## config.mk

```make
export PLATFORM = sky130hd
export DESIGN_NAME = csr_access_ctrl_flat
export DESIGN_NICKNAME = d
export VERILOG_FILES = /design/src/rtl/csr_access_pkg.sv /design/src/rtl/csr_access_ctrl_if.sv /design/src/rtl/csr_rr_arb.sv /design/src/rtl/csr_access_ctrl.sv /design/src/flat_wrapper.sv
export SDC_FILE = /design/constraint.sdc
export NUM_CORES = 1
export LEC_CHECK = 0
export CAP_MARGIN = 20
export CORE_AREA = 2 2 169 171
export CTS_CLUSTER_SIZE = 40
export DETAILED_ROUTE_END_ITERATION = 16
export DIE_AREA = 0 0 171 173
export PLACE_DENSITY_LB_ADDON = 0.05
export SLEW_MARGIN = 20
export SYNTH_ARGS = -nofsm -noshare
export SYNTH_HDL_FRONTEND = slang
export SYNTH_SLANG_ARGS = --single-unit
```

## constraint.sdc

```tcl
create_clock -name CLK -period 3.6 [get_ports CLK]
set_input_delay 0.72 -clock CLK [delete_from_list [all_inputs] [get_ports CLK]]
set_output_delay 0.72 -clock CLK [all_outputs]
set_load 0.05 [all_outputs]
```

## src/rtl/csr_access_pkg.sv

```systemverilog
// Shared types and constants for the CSR access controller.
// Optional mcycle counter: define CSR_ACCESS_MCYCLE_EN.
package csr_access_pkg;

    typedef enum logic [2:0] {
        OP_RW  = 3'b001,
        OP_RS  = 3'b010,
        OP_RC  = 3'b011,
        OP_RWI = 3'b101,
        OP_RSI = 3'b110,
        OP_RCI = 3'b111
    } csr_op_e;

    typedef enum logic [1:0] {
        IDLE,
        READ,
        WRITE,
        RESP
    } state_e;

    localparam logic [1:0] PRIV_U = 2'd0;
    localparam logic [1:0] PRIV_S = 2'd1;
    localparam logic [1:0] PRIV_M = 2'd3;

    localparam logic [11:0] CSR_MCYCLE = 12'hB00;
    localparam logic [11:0] CSR_CYCLE  = 12'hC00;

    function automatic logic op_legal(logic [2:0] op);
        return op inside {OP_RW, OP_RS, OP_RC,
                          OP_RWI, OP_RSI, OP_RCI};
    endfunction

    function automatic logic is_counter(logic [11:0] a);
        return (a == CSR_MCYCLE) || (a == CSR_CYCLE);
    endfunction

endpackage

```

## src/rtl/csr_access_ctrl_if.sv

```systemverilog
// Request/response channels of the core CSR unit and the debug module.
// master = requester side, slave = csr_access_ctrl.
interface csr_access_ctrl_if #(
    parameter int XLEN   = 64,
    parameter int ADDR_W = 12
);
    logic              core_valid;
    logic              core_ready;
    logic [2:0]        core_op;
    logic [ADDR_W-1:0] core_addr;
    logic [XLEN-1:0]   core_wdata;
    logic              core_src_x0;
    logic [1:0]        core_priv;
    logic              core_rvalid;
    logic              core_rready;
    logic [XLEN-1:0]   core_rdata;
    logic              core_illegal;

    logic              dbg_valid;
    logic              dbg_ready;
    logic              dbg_we;
    logic [ADDR_W-1:0] dbg_addr;
    logic [XLEN-1:0]   dbg_wdata;
    logic              dbg_rvalid;
    logic              dbg_rready;
    logic [XLEN-1:0]   dbg_rdata;
    logic              dbg_err;

    modport master (
        output core_valid, core_op, core_addr,
        output core_wdata, core_src_x0, core_priv,
        output core_rready,
        input  core_ready, core_rvalid,
        input  core_rdata, core_illegal,
        output dbg_valid, dbg_we, dbg_addr,
        output dbg_wdata, dbg_rready,
        input  dbg_ready, dbg_rvalid,
        input  dbg_rdata, dbg_err
    );

    modport slave (
        input  core_valid, core_op, core_addr,
        input  core_wdata, core_src_x0, core_priv,
        input  core_rready,
        output core_ready, core_rvalid,
        output core_rdata, core_illegal,
        input  dbg_valid, dbg_we, dbg_addr,
        input  dbg_wdata, dbg_rready,
        output dbg_ready, dbg_rvalid,
        output dbg_rdata, dbg_err
    );
endinterface

```

## src/rtl/csr_rr_arb.sv

```systemverilog
// 2-way round-robin arbiter; bit 0 = core, bit 1 = debug.
// Grants are combinational; the pointer flips to the other side on a grant.
module csr_rr_arb
    import csr_access_pkg::*;
(
    input  logic       CLK,
    input  logic       RSTn,
    input  logic       en,
    input  logic [1:0] req,
    output logic [1:0] gnt
);
    logic prio_dbg;

    // grant at most one requester; pointer breaks ties
    always_comb begin
        gnt = 2'b00;
        unique case (1'b1)
            !en:                   gnt = 2'b00;
            en && req == 2'b11:    gnt = prio_dbg ? 2'b10 : 2'b01;
            default:               gnt = req;
        endcase
    end

    // the side just served loses priority next time
    always_ff @(posedge CLK or negedge RSTn) begin
        if (!RSTn)
            prio_dbg <= 1'b0;
        else if (gnt[0])
            prio_dbg <= 1'b1;
        else if (gnt[1])
            prio_dbg <= 1'b0;
    end
endmodule

```

## src/rtl/csr_access_ctrl.sv

```systemverilog
// Read-modify-write sequencer for the single-port CSR file (core + debug).
// Optional mcycle counter at 0xB00/0xC00: define CSR_ACCESS_MCYCLE_EN.
module csr_access_ctrl
    import csr_access_pkg::*;
#(
    parameter int XLEN   = 64,
    parameter int ADDR_W = 12
) (
    input  logic              CLK,
    input  logic              RSTn,
    csr_access_ctrl_if.slave  bus,
    output logic              csr_we,
    output logic [ADDR_W-1:0] csr_a,
    output logic [XLEN-1:0]   csr_wd,
    input  logic [XLEN-1:0]   csr_rd
);
    state_e            state;
    logic              owner_q;
    logic [2:0]        op_q;
    logic [ADDR_W-1:0] addr_q;
    logic [XLEN-1:0]   wdata_q;
    logic              x0_q;
    logic              dwe_q;
    logic [1:0]        priv_q;
    logic [XLEN-1:0]   resp_q;
    logic [XLEN-1:0]   nv_q;
    logic              ill_q;
    logic              core_rv_q;
    logic              dbg_rv_q;
    logic              we_q;
    logic [ADDR_W-1:0] a_q;

    logic [1:0]        req;
    logic [1:0]        gnt;
    logic              arb_en;
    logic [ADDR_W-1:0] sel_addr;
    logic [XLEN-1:0]   sel_wdata;
    logic              sel_file;
    logic              to_file;
    logic [XLEN-1:0]   old;
    logic [XLEN-1:0]   newv;
    logic              wr_int;
    logic              ill;

    assign req    = {bus.dbg_valid, bus.core_valid};
    assign arb_en = (state == IDLE);

    csr_rr_arb u_arb (
        .CLK  (CLK),
        .RSTn (RSTn),
        .en   (arb_en),
        .req  (req),
        .gnt  (gnt)
    );

    assign bus.core_ready = gnt[0];
    assign bus.dbg_ready  = gnt[1];

    assign sel_addr  = gnt[1] ? bus.dbg_addr  : bus.core_addr;
    assign sel_wdata = gnt[1] ? bus.dbg_wdata : bus.core_wdata;

`ifdef CSR_ACCESS_MCYCLE_EN
    logic [63:0] mcycle_q;

    assign sel_file = !is_counter(sel_addr);
    assign to_file  = !is_counter(addr_q);
    assign old      = is_counter(addr_q) ? XLEN'(mcycle_q) : csr_rd;

    // free-running counter; a legal write to mcycle wins over the increment
    always_ff @(posedge CLK or negedge RSTn) begin
        if (!RSTn)
            mcycle_q <= '0;
        else if (state == WRITE && addr_q == CSR_MCYCLE)
            mcycle_q <= 64'(nv_q);
        else
            mcycle_q <= mcycle_q + 64'd1;
    end
`else
    assign sel_file = 1'b1;
    assign to_file  = 1'b1;
    assign old      = csr_rd;
`endif

    // write intent, legality and the modified value for the READ cycle
    always_comb begin
        wr_int = owner_q ? dwe_q : (op_q[1:0] == 2'b01 || !x0_q);
        ill    = 1'b0;
        if (addr_q[11:10] == 2'b11 && wr_int)
            ill = 1'b1;
        if (!owner_q && priv_q < addr_q[9:8])
            ill = 1'b1;
        if (!owner_q && !op_legal(op_q))
            ill = 1'b1;
        newv = wdata_q;
        unique case (1'b1)
            owner_q:
                newv = wdata_q;
            !owner_q && op_q[1:0] == 2'b10:
                newv = old | wdata_q;
            !owner_q && op_q[1:0] == 2'b11:
                newv = old & ~wdata_q;
            default:
                newv = wdata_q;
        endcase
    end

    // main sequencer: IDLE -> READ -> [WRITE] -> RESP
    always_ff @(posedge CLK or negedge RSTn) begin
        if (!RSTn) begin
            state     <= IDLE;
            owner_q   <= 1'b0;
            op_q      <= '0;
            addr_q    <= '0;
            wdata_q   <= '0;
            x0_q      <= 1'b0;
            dwe_q     <= 1'b0;
            priv_q    <= '0;
            resp_q    <= '0;
            nv_q      <= '0;
            ill_q     <= 1'b0;
            core_rv_q <= 1'b0;
            dbg_rv_q  <= 1'b0;
            we_q      <= 1'b0;
            a_q       <= '0;
        end else begin
            unique case (state)
                IDLE: begin
                    if (|gnt) begin
                        owner_q <= gnt[1];
                        op_q    <= bus.core_op;
                        addr_q  <= sel_addr;
                        wdata_q <= sel_wdata;
                        x0_q    <= bus.core_src_x0;
                        dwe_q   <= bus.dbg_we;
                        priv_q  <= bus.core_priv;
                        a_q     <= sel_file ? sel_addr : '0;
                        state   <= READ;
                    end
                end
                READ: begin
                    resp_q <= ill ? '0 : old;
                    ill_q  <= ill;
                    nv_q   <= newv;
                    if (wr_int && !ill) begin
                        we_q  <= to_file;
                        state <= WRITE;
                    end else begin
                        a_q       <= '0;
                        core_rv_q <= !owner_q;
                        dbg_rv_q  <= owner_q;
                        state     <= RESP;
                    end
                end
                WRITE: begin
                    we_q      <= 1'b0;
                    a_q       <= '0;
                    core_rv_q <= !owner_q;
                    dbg_rv_q  <= owner_q;
                    state     <= RESP;
                end
                RESP: begin
                    if (owner_q ? bus.dbg_rready : bus.core_rready) begin
                        core_rv_q <= 1'b0;
                        dbg_rv_q  <= 1'b0;
                        ill_q     <= 1'b0;
                        resp_q    <= '0;
                        state     <= IDLE;
                    end
                end
                default: state <= IDLE;
            endcase
        end
    end

    assign csr_we = we_q;
    assign csr_a  = a_q;
    assign csr_wd = we_q ? nv_q : '0;

    assign bus.core_rvalid  = core_rv_q;
    assign bus.core_rdata   = core_rv_q ? resp_q : '0;
    assign bus.core_illegal = core_rv_q & ill_q;
    assign bus.dbg_rvalid   = dbg_rv_q;
    assign bus.dbg_rdata    = dbg_rv_q ? resp_q : '0;
    assign bus.dbg_err      = dbg_rv_q & ill_q;
endmodule

```

## src/flat_wrapper.sv

```systemverilog
// flat-port wrapper written by rule: the top's interface ports become plain ports
module csr_access_ctrl_flat import csr_access_pkg::*;
#(
    parameter int XLEN   = 64,
    parameter int ADDR_W = 12
)
  (CLK, RSTn, csr_we, csr_a, csr_wd, csr_rd, bus_core_valid, bus_core_op, bus_core_addr, bus_core_wdata, bus_core_src_x0, bus_core_priv, bus_core_rready, bus_core_ready, bus_core_rvalid, bus_core_rdata, bus_core_illegal, bus_dbg_valid, bus_dbg_we, bus_dbg_addr, bus_dbg_wdata, bus_dbg_rready, bus_dbg_ready, bus_dbg_rvalid, bus_dbg_rdata, bus_dbg_err);
  csr_access_ctrl_if #(.XLEN(XLEN), .ADDR_W(ADDR_W)) bus_i ();
  input  logic CLK;
  input  logic RSTn;
  output logic csr_we;
  output logic [ADDR_W-1:0] csr_a;
  output logic [XLEN-1:0] csr_wd;
  input  logic [XLEN-1:0] csr_rd;
  input wire logic [$bits(bus_i.core_valid)-1:0] bus_core_valid;
  input wire logic [$bits(bus_i.core_op)-1:0] bus_core_op;
  input wire logic [$bits(bus_i.core_addr)-1:0] bus_core_addr;
  input wire logic [$bits(bus_i.core_wdata)-1:0] bus_core_wdata;
  input wire logic [$bits(bus_i.core_src_x0)-1:0] bus_core_src_x0;
  input wire logic [$bits(bus_i.core_priv)-1:0] bus_core_priv;
  input wire logic [$bits(bus_i.core_rready)-1:0] bus_core_rready;
  output wire logic [$bits(bus_i.core_ready)-1:0] bus_core_ready;
  output wire logic [$bits(bus_i.core_rvalid)-1:0] bus_core_rvalid;
  output wire logic [$bits(bus_i.core_rdata)-1:0] bus_core_rdata;
  output wire logic [$bits(bus_i.core_illegal)-1:0] bus_core_illegal;
  input wire logic [$bits(bus_i.dbg_valid)-1:0] bus_dbg_valid;
  input wire logic [$bits(bus_i.dbg_we)-1:0] bus_dbg_we;
  input wire logic [$bits(bus_i.dbg_addr)-1:0] bus_dbg_addr;
  input wire logic [$bits(bus_i.dbg_wdata)-1:0] bus_dbg_wdata;
  input wire logic [$bits(bus_i.dbg_rready)-1:0] bus_dbg_rready;
  output wire logic [$bits(bus_i.dbg_ready)-1:0] bus_dbg_ready;
  output wire logic [$bits(bus_i.dbg_rvalid)-1:0] bus_dbg_rvalid;
  output wire logic [$bits(bus_i.dbg_rdata)-1:0] bus_dbg_rdata;
  output wire logic [$bits(bus_i.dbg_err)-1:0] bus_dbg_err;
  assign bus_i.core_valid = bus_core_valid;
  assign bus_i.core_op = bus_core_op;
  assign bus_i.core_addr = bus_core_addr;
  assign bus_i.core_wdata = bus_core_wdata;
  assign bus_i.core_src_x0 = bus_core_src_x0;
  assign bus_i.core_priv = bus_core_priv;
  assign bus_i.core_rready = bus_core_rready;
  assign bus_core_ready = bus_i.core_ready;
  assign bus_core_rvalid = bus_i.core_rvalid;
  assign bus_core_rdata = bus_i.core_rdata;
  assign bus_core_illegal = bus_i.core_illegal;
  assign bus_i.dbg_valid = bus_dbg_valid;
  assign bus_i.dbg_we = bus_dbg_we;
  assign bus_i.dbg_addr = bus_dbg_addr;
  assign bus_i.dbg_wdata = bus_dbg_wdata;
  assign bus_i.dbg_rready = bus_dbg_rready;
  assign bus_dbg_ready = bus_i.dbg_ready;
  assign bus_dbg_rvalid = bus_i.dbg_rvalid;
  assign bus_dbg_rdata = bus_i.dbg_rdata;
  assign bus_dbg_err = bus_i.dbg_err;
  csr_access_ctrl #(.XLEN(XLEN), .ADDR_W(ADDR_W)) u_core (.CLK(CLK), .RSTn(RSTn), .bus(bus_i), .csr_we(csr_we), .csr_a(csr_a), .csr_wd(csr_wd), .csr_rd(csr_rd));
endmodule
```

# After elaboration in Yosys (flattened, before gate mapping)
# Index checks and enable logic that the tools add are counted.
totals:
  register_bits: 231
  input_bits: 229
  output_inout_bits: 211
  elab_cells: 100
op_classes:
  order_cmp: 1
  n_eq_ne: 18
  mux: 33
  n_bitwise: 5
  n_reduce_logical: 27
op_table:
  columns: ["operator", "count"]
  rows:
  - ["$mux W64", 6]
  - ["$pmux W64 S2", 2]
  - ["$and A64 B64 Y64", 1]
  - ["$not A64 Y64", 1]
  - ["$or A64 B64 Y64", 1]
  - ["$mux W12", 3]
  - ["$pmux W12 S3", 1]
  - ["$eq A2 B2 Y1 const B", 6]
  - ["$mux W1", 12]
  - ["$eq A3 B3 Y1 const B", 3]
  - ["$pmux W2 S4", 1]
  - ["$reduce_and A2 Y1", 4]
  - ["$logic_and A1 B1 Y1", 7]
  - ["$eq A3 B2 Y1 const B", 2]
  - ["$mux W2", 3]
  - ["$ne A2 B1 Y1 const B", 3]
  - ["$pmux W1 S3", 2]
  - ["$reduce_and A3 Y1", 2]
  - ["$reduce_bool A2 Y1", 3]
  - ["$reduce_bool A3 Y1", 2]
  - ["$reduce_bool A6 Y1", 1]
  - ["$logic_not A1 Y1", 5]
  - ["$eq A2 B1 Y1 const B", 2]
  - ["$pmux W1 S2", 2]
  - ["8 further kinds", 9]

# Depth between registers and ports, before layout
depth:
  depth_word: 11
  ltp_mapped: 8
  depth_no_buf: 6

# Cells and area by module
# Synthesis repeated with hierarchy kept, for this count alone.
unflattened:
  cells_unflattened: 1069
  area_unflattened_um2: 11146.9
modules_own_cells:
  columns: ["mod", "instances", "cells_per_inst", "area_each_um2", "seq_area_each_um2"]
  rows:
  - ["csr_access_ctrl", 1, 1061, 11085.6, 5530.3]
  - ["csr_rr_arb", 1, 8, 61.3, 25.0]

# Worst setup path after synthesis
# No wires, ideal clock.
synth_timing:
  path_type: "reg2out"
  startpoint: "register u_core.state[0]"
  endpoint: "output bus_dbg_ready"
  arrival_ns: 1.830
  required_time_ns: 2.880
  slack_ns: 1.050
  stages_incl_launch_ff: 7
  path_buffers: 2
  path_cell_list: "dfrtp_1 -> inv_1 -> ha_1 -> nand2_1 -> a21oi_1 -> buf_2 -> buf_2"
synth_via:
  elab_chain_len: 3
  word_cells_on_any_way: 4
  cone_classes: "1 x mux; 3 x reduce/logical"
synth_rtl:
  columns: ["element", "line", "text"]
  rows:
  - ["from (decl)", "csr_access_ctrl.sv:17", "state_e state;"]
  - ["from (signal assigned)", "csr_access_ctrl.sv:110", "state <= IDLE;"]
  - ["from (signal assigned)", "csr_access_ctrl.sv:137", "state <= READ;"]
  - ["from (signal assigned)", "csr_access_ctrl.sv:146", "state <= WRITE;"]
  - ["$logic_not A2 Y1 *", "csr_access_ctrl.sv:46", "assign arb_en = (state == IDLE);"]
  - ["$logic_and A1 B1 Y1 / $logic_not A1 Y1 (equally long branches)", "csr_rr_arb.sv:19, csr_rr_arb.sv:18", null]
  - ["$pmux W2 S2 *", "csr_rr_arb.sv:17", "unique case (1'b1)"]
  - ["to (decl)", "flat_wrapper.sv:31", "output wire logic [$bits(bus_i.dbg_ready)-1:0] bus_dbg_ready;"]
# Mark *: on every way between the ends. The rest lies on a longest branch, timed or not.

# Final worst setup path
layout_timing:
  startpoint: "register u_core.state[0]"
  endpoint: "output bus_core_ready"
layout_via:
  elab_chain_len: 3
  word_cells_on_any_way: 4
  cone_classes: "1 x mux; 3 x reduce/logical"
layout_rtl:
  columns: ["element", "line", "text"]
  rows:
  - ["$logic_not A2 Y1 *", "csr_access_ctrl.sv:46", null]
  - ["$logic_and A1 B1 Y1 / $logic_not A1 Y1 (equally long branches)", "csr_rr_arb.sv:19, csr_rr_arb.sv:18", null]
  - ["$pmux W2 S2 *", "csr_rr_arb.sv:17", null]
  - ["to (decl)", "flat_wrapper.sv:22", "output wire logic [$bits(bus_i.core_ready)-1:0] bus_core_ready;"]
# Marks and branches as above.

==> results.txt <==
Largest net degree at the start of global routing: 81
Sw power: 6890 uW
Post-route DRC: 0
Clk buf depth: 3
CP max stage delay: 0.85 ns
H-tree depth: 1
Count leader, synth: dfrtp_1
WL/cell: 19.1 um
Die area: 0.0296 mm2
ANT nets after route: 0
Final hold violations: 0
DP HPWL: 25200 um
Minimum clock period: 3.24 ns
Non-Filler Instances: 1859
Post-CTS setup buffers: 0
DIE HEIGHT: 173 um
Ys async rst share: 100%
Vias: 9413
Largest cells by area after synthesis: dfrtp_1 50%, and2_1 11%, mux2i_1 5.9%
Worst VDD drop: 481 uV
Global placement routability congestion: 0.785
Register Area: 0.00556 mm2
Vias in the first global route: 9655
Setup TNS: 0 ns
Synth cell types: 38
Synthesis-stage register bit count: 222
GR Util met2: 41.5%
Global-route wire length before repair: 54500 um
Worst-path clk slew: 0.06 ns
Power Internal: 8570 uW
Ys flop type: dfrtp_1
Width of the die: 171 um
Kind of critical path: reg -> out
Placed cells: 1813
Hold Path Class: in -> async
Root Driver: clkbuf_16
Layout cells sized above 1: 7.36%
Met3 usage: 5.68%
Final period util: 89.9%
Number of flops mapped to enable cells by yosys: 0
Comb power frac: 53.0%
# fillers: 2472
Post-Synthesis Cell Area: 0.0110 mm2
Max-cap violations: 0
Worst-path fanout max: 5
P per Cell Area: 921 mW/mm2
Detailed-router iteration count before antenna repair: 6
Clk_lat worst skew: 0.50 ns
I/O Pins: 440
Status: finished clean
Post-synth top area cell: dfrtp_1
# port buffers: 438
Finish-stage setup viols: 0
Post-synth top area share: 50.5%
Grt total ovfl: 0
All-layer global routing usage: 23.6%
Via/cell ratio: 5.06
Syn avg cell area: 10.4 um2
Initial DRC count: 433
Synth cell count leaders: 222 x dfrtp_1, 195 x and2_1, 78 x a21oi_1, 71 x nand2_1, 70 x o21ai_0
Setup Skew: 0.00969 ns
Cell Chain, Critical Path: inv_1 -> ha_1 -> nand2_1 -> a21oi_1 -> clkdlybuf4s50_1
Initial antenna violation count: 2
Area Growth Syn to Fin: 52.5%
Sequential share of power: 28.7%
Clock share of power: 18.3%
Fmax: 309 MHz
Final wirelength: 35500 um
# rows: 61
Worst Setup End Kind: output port
Multi-input combinational cell area: 0.00507 mm2
CP max stage cell: clkdlybuf4s50_1
Crit path launch type: flip-flop
Post-CTS Resized: 0
Number of buffers created by CTS: 25
Critical Path RT: 2.88 ns
TritonCTS clock tree: done
Leakage: 0.00724 uW
Sw Share: 44.6%
Post-Route Utilization: 60.8%
Slew headroom: 42.1%
Post-Layout Inst Area: 0.0168 mm2
Fin. max-slew vios: 0
Post-synthesis sequential area ratio: 50.5%
Net Count, Synth: 1290
RSZ-0062 raised after global routing: no
Worst EP arrival: 2.52 ns
CTS Hold Bufs: 0
Nets: 1697
Initial Utilization: 39.8%
Synth warn: 0
Most Used Layer, Global Route: met2
Worst Tran Pin Value: 0.869 ns
Fin Hold WS: 0.188 ns
Cells after Synth: 1055
Placed Area: 0.0158 mm2
GRT met1 Usage: 28.6%
Core box area: 0.0276 mm2
CTS Sinks: 222
-- stage by stage --
step	power [uW]	setup WS [ns]
after floorplan	9940	1.05
after global placement	12600	0.428
after detailed placement	12800	0.439
after CTS	15600	0.315
after global routing	16400	0.164
final	15500	0.362
-- sequential cells by signal, indices dropped and copies added, names as in the netlist --
register                flops
u_core.op_q                 2
u_core.owner_q              1
u_core.priv_q               2
u_core.resp_q              64
u_core.wdata_q             64
u_core.bus.dbg_rvalid       1
u_core.bus.core_rvalid      1
u_core.csr_we               1
u_core.dwe_q                1
u_core.csr_a               12
u_core.addr_q               4
u_core.u_arb.prio_dbg       1
u_core.nv_q                64
u_core.x0_q                 1
u_core.ill_q                1
u_core.state                2
-- placed cells by master, fill, tap and decap left out, drive strengths merged, types with 36 or more instances in the layout --
cell type        n
nand2           71
mux2i           65
a21o            55
a21oi           78
clkbuf          36
a22o            64
dfrtp          222
and2           195
clkdlybuf4s50  436
a211oi          55
o21ai           70
-- critical path, delay by kind of cell, from the launching register on --
kind,cells,cell delay [ns]
compound gates,1,0.18
fa+ha+maj,1,0.34
buf+inv,2,0.99
flops,1,0.40
simple gates,1,0.11
-- cells by family after synthesis --
group                    Yosys count  synth area share (%)
multiplexers                      88                  8.30
AO/OA/AOI/OAI                    348                  21.5
buffers and inverters             94                  3.79
AND/OR/NAND/NOR                  297                  15.2
flip-flops                       222                  50.5
adder cells (fa/ha/maj)            6                 0.682
-- power groups by stage --
stage	Combinational [uW]	Sequential (uW)	Clock, uW
6_report	8200	4430	2830
5_1_grt	8840	4600	2990
4_1_cts	8300	4440	2890
3_5_place_dp	8290	4480	0
3_3_place_gp	8170	4440	0
2_1_floorplan	5580	4350	0
-- per-layer routing --
layer,vias up,wire [um]
met5,-,10
met4,2,863
met3,54,2640
met2,301,17600
met1,4481,14300
li1,4575,-
-- final timing paths --
path | start | end | slack [ns] | cells past startpoint
max in group asynchronous | RSTn | u_core.wdata_q[4] | 2.55 | 2
setup / recovery | u_core.state[0] | bus_core_ready | 0.36 | 5
setup reg to reg | u_core.state[1] | u_core.resp_q[32] | 1.00 | 8
hold / removal | RSTn | u_core.csr_a[4] | 0.19 | 1
hold reg to reg | u_core.nv_q[23] | u_core.nv_q[23] | 0.47 | 1
min in group CLK | u_core.nv_q[23] | u_core.nv_q[23] | 0.47 | 1
-- final cells by class --
type / instances / area share [%]
flip-flops and latches: 222 / 33.1
multi-input cells: 739 / 30.2
inverters: 6 / 0.149
well taps: 378 / 2.82
clock inverters: 9 / 1.01
diodes: 1 / 0.0149
clock buffers: 36 / 4.57
repair buffers: 468 / 28.1
No activity file was read; power rests on OpenSTA's default activity.
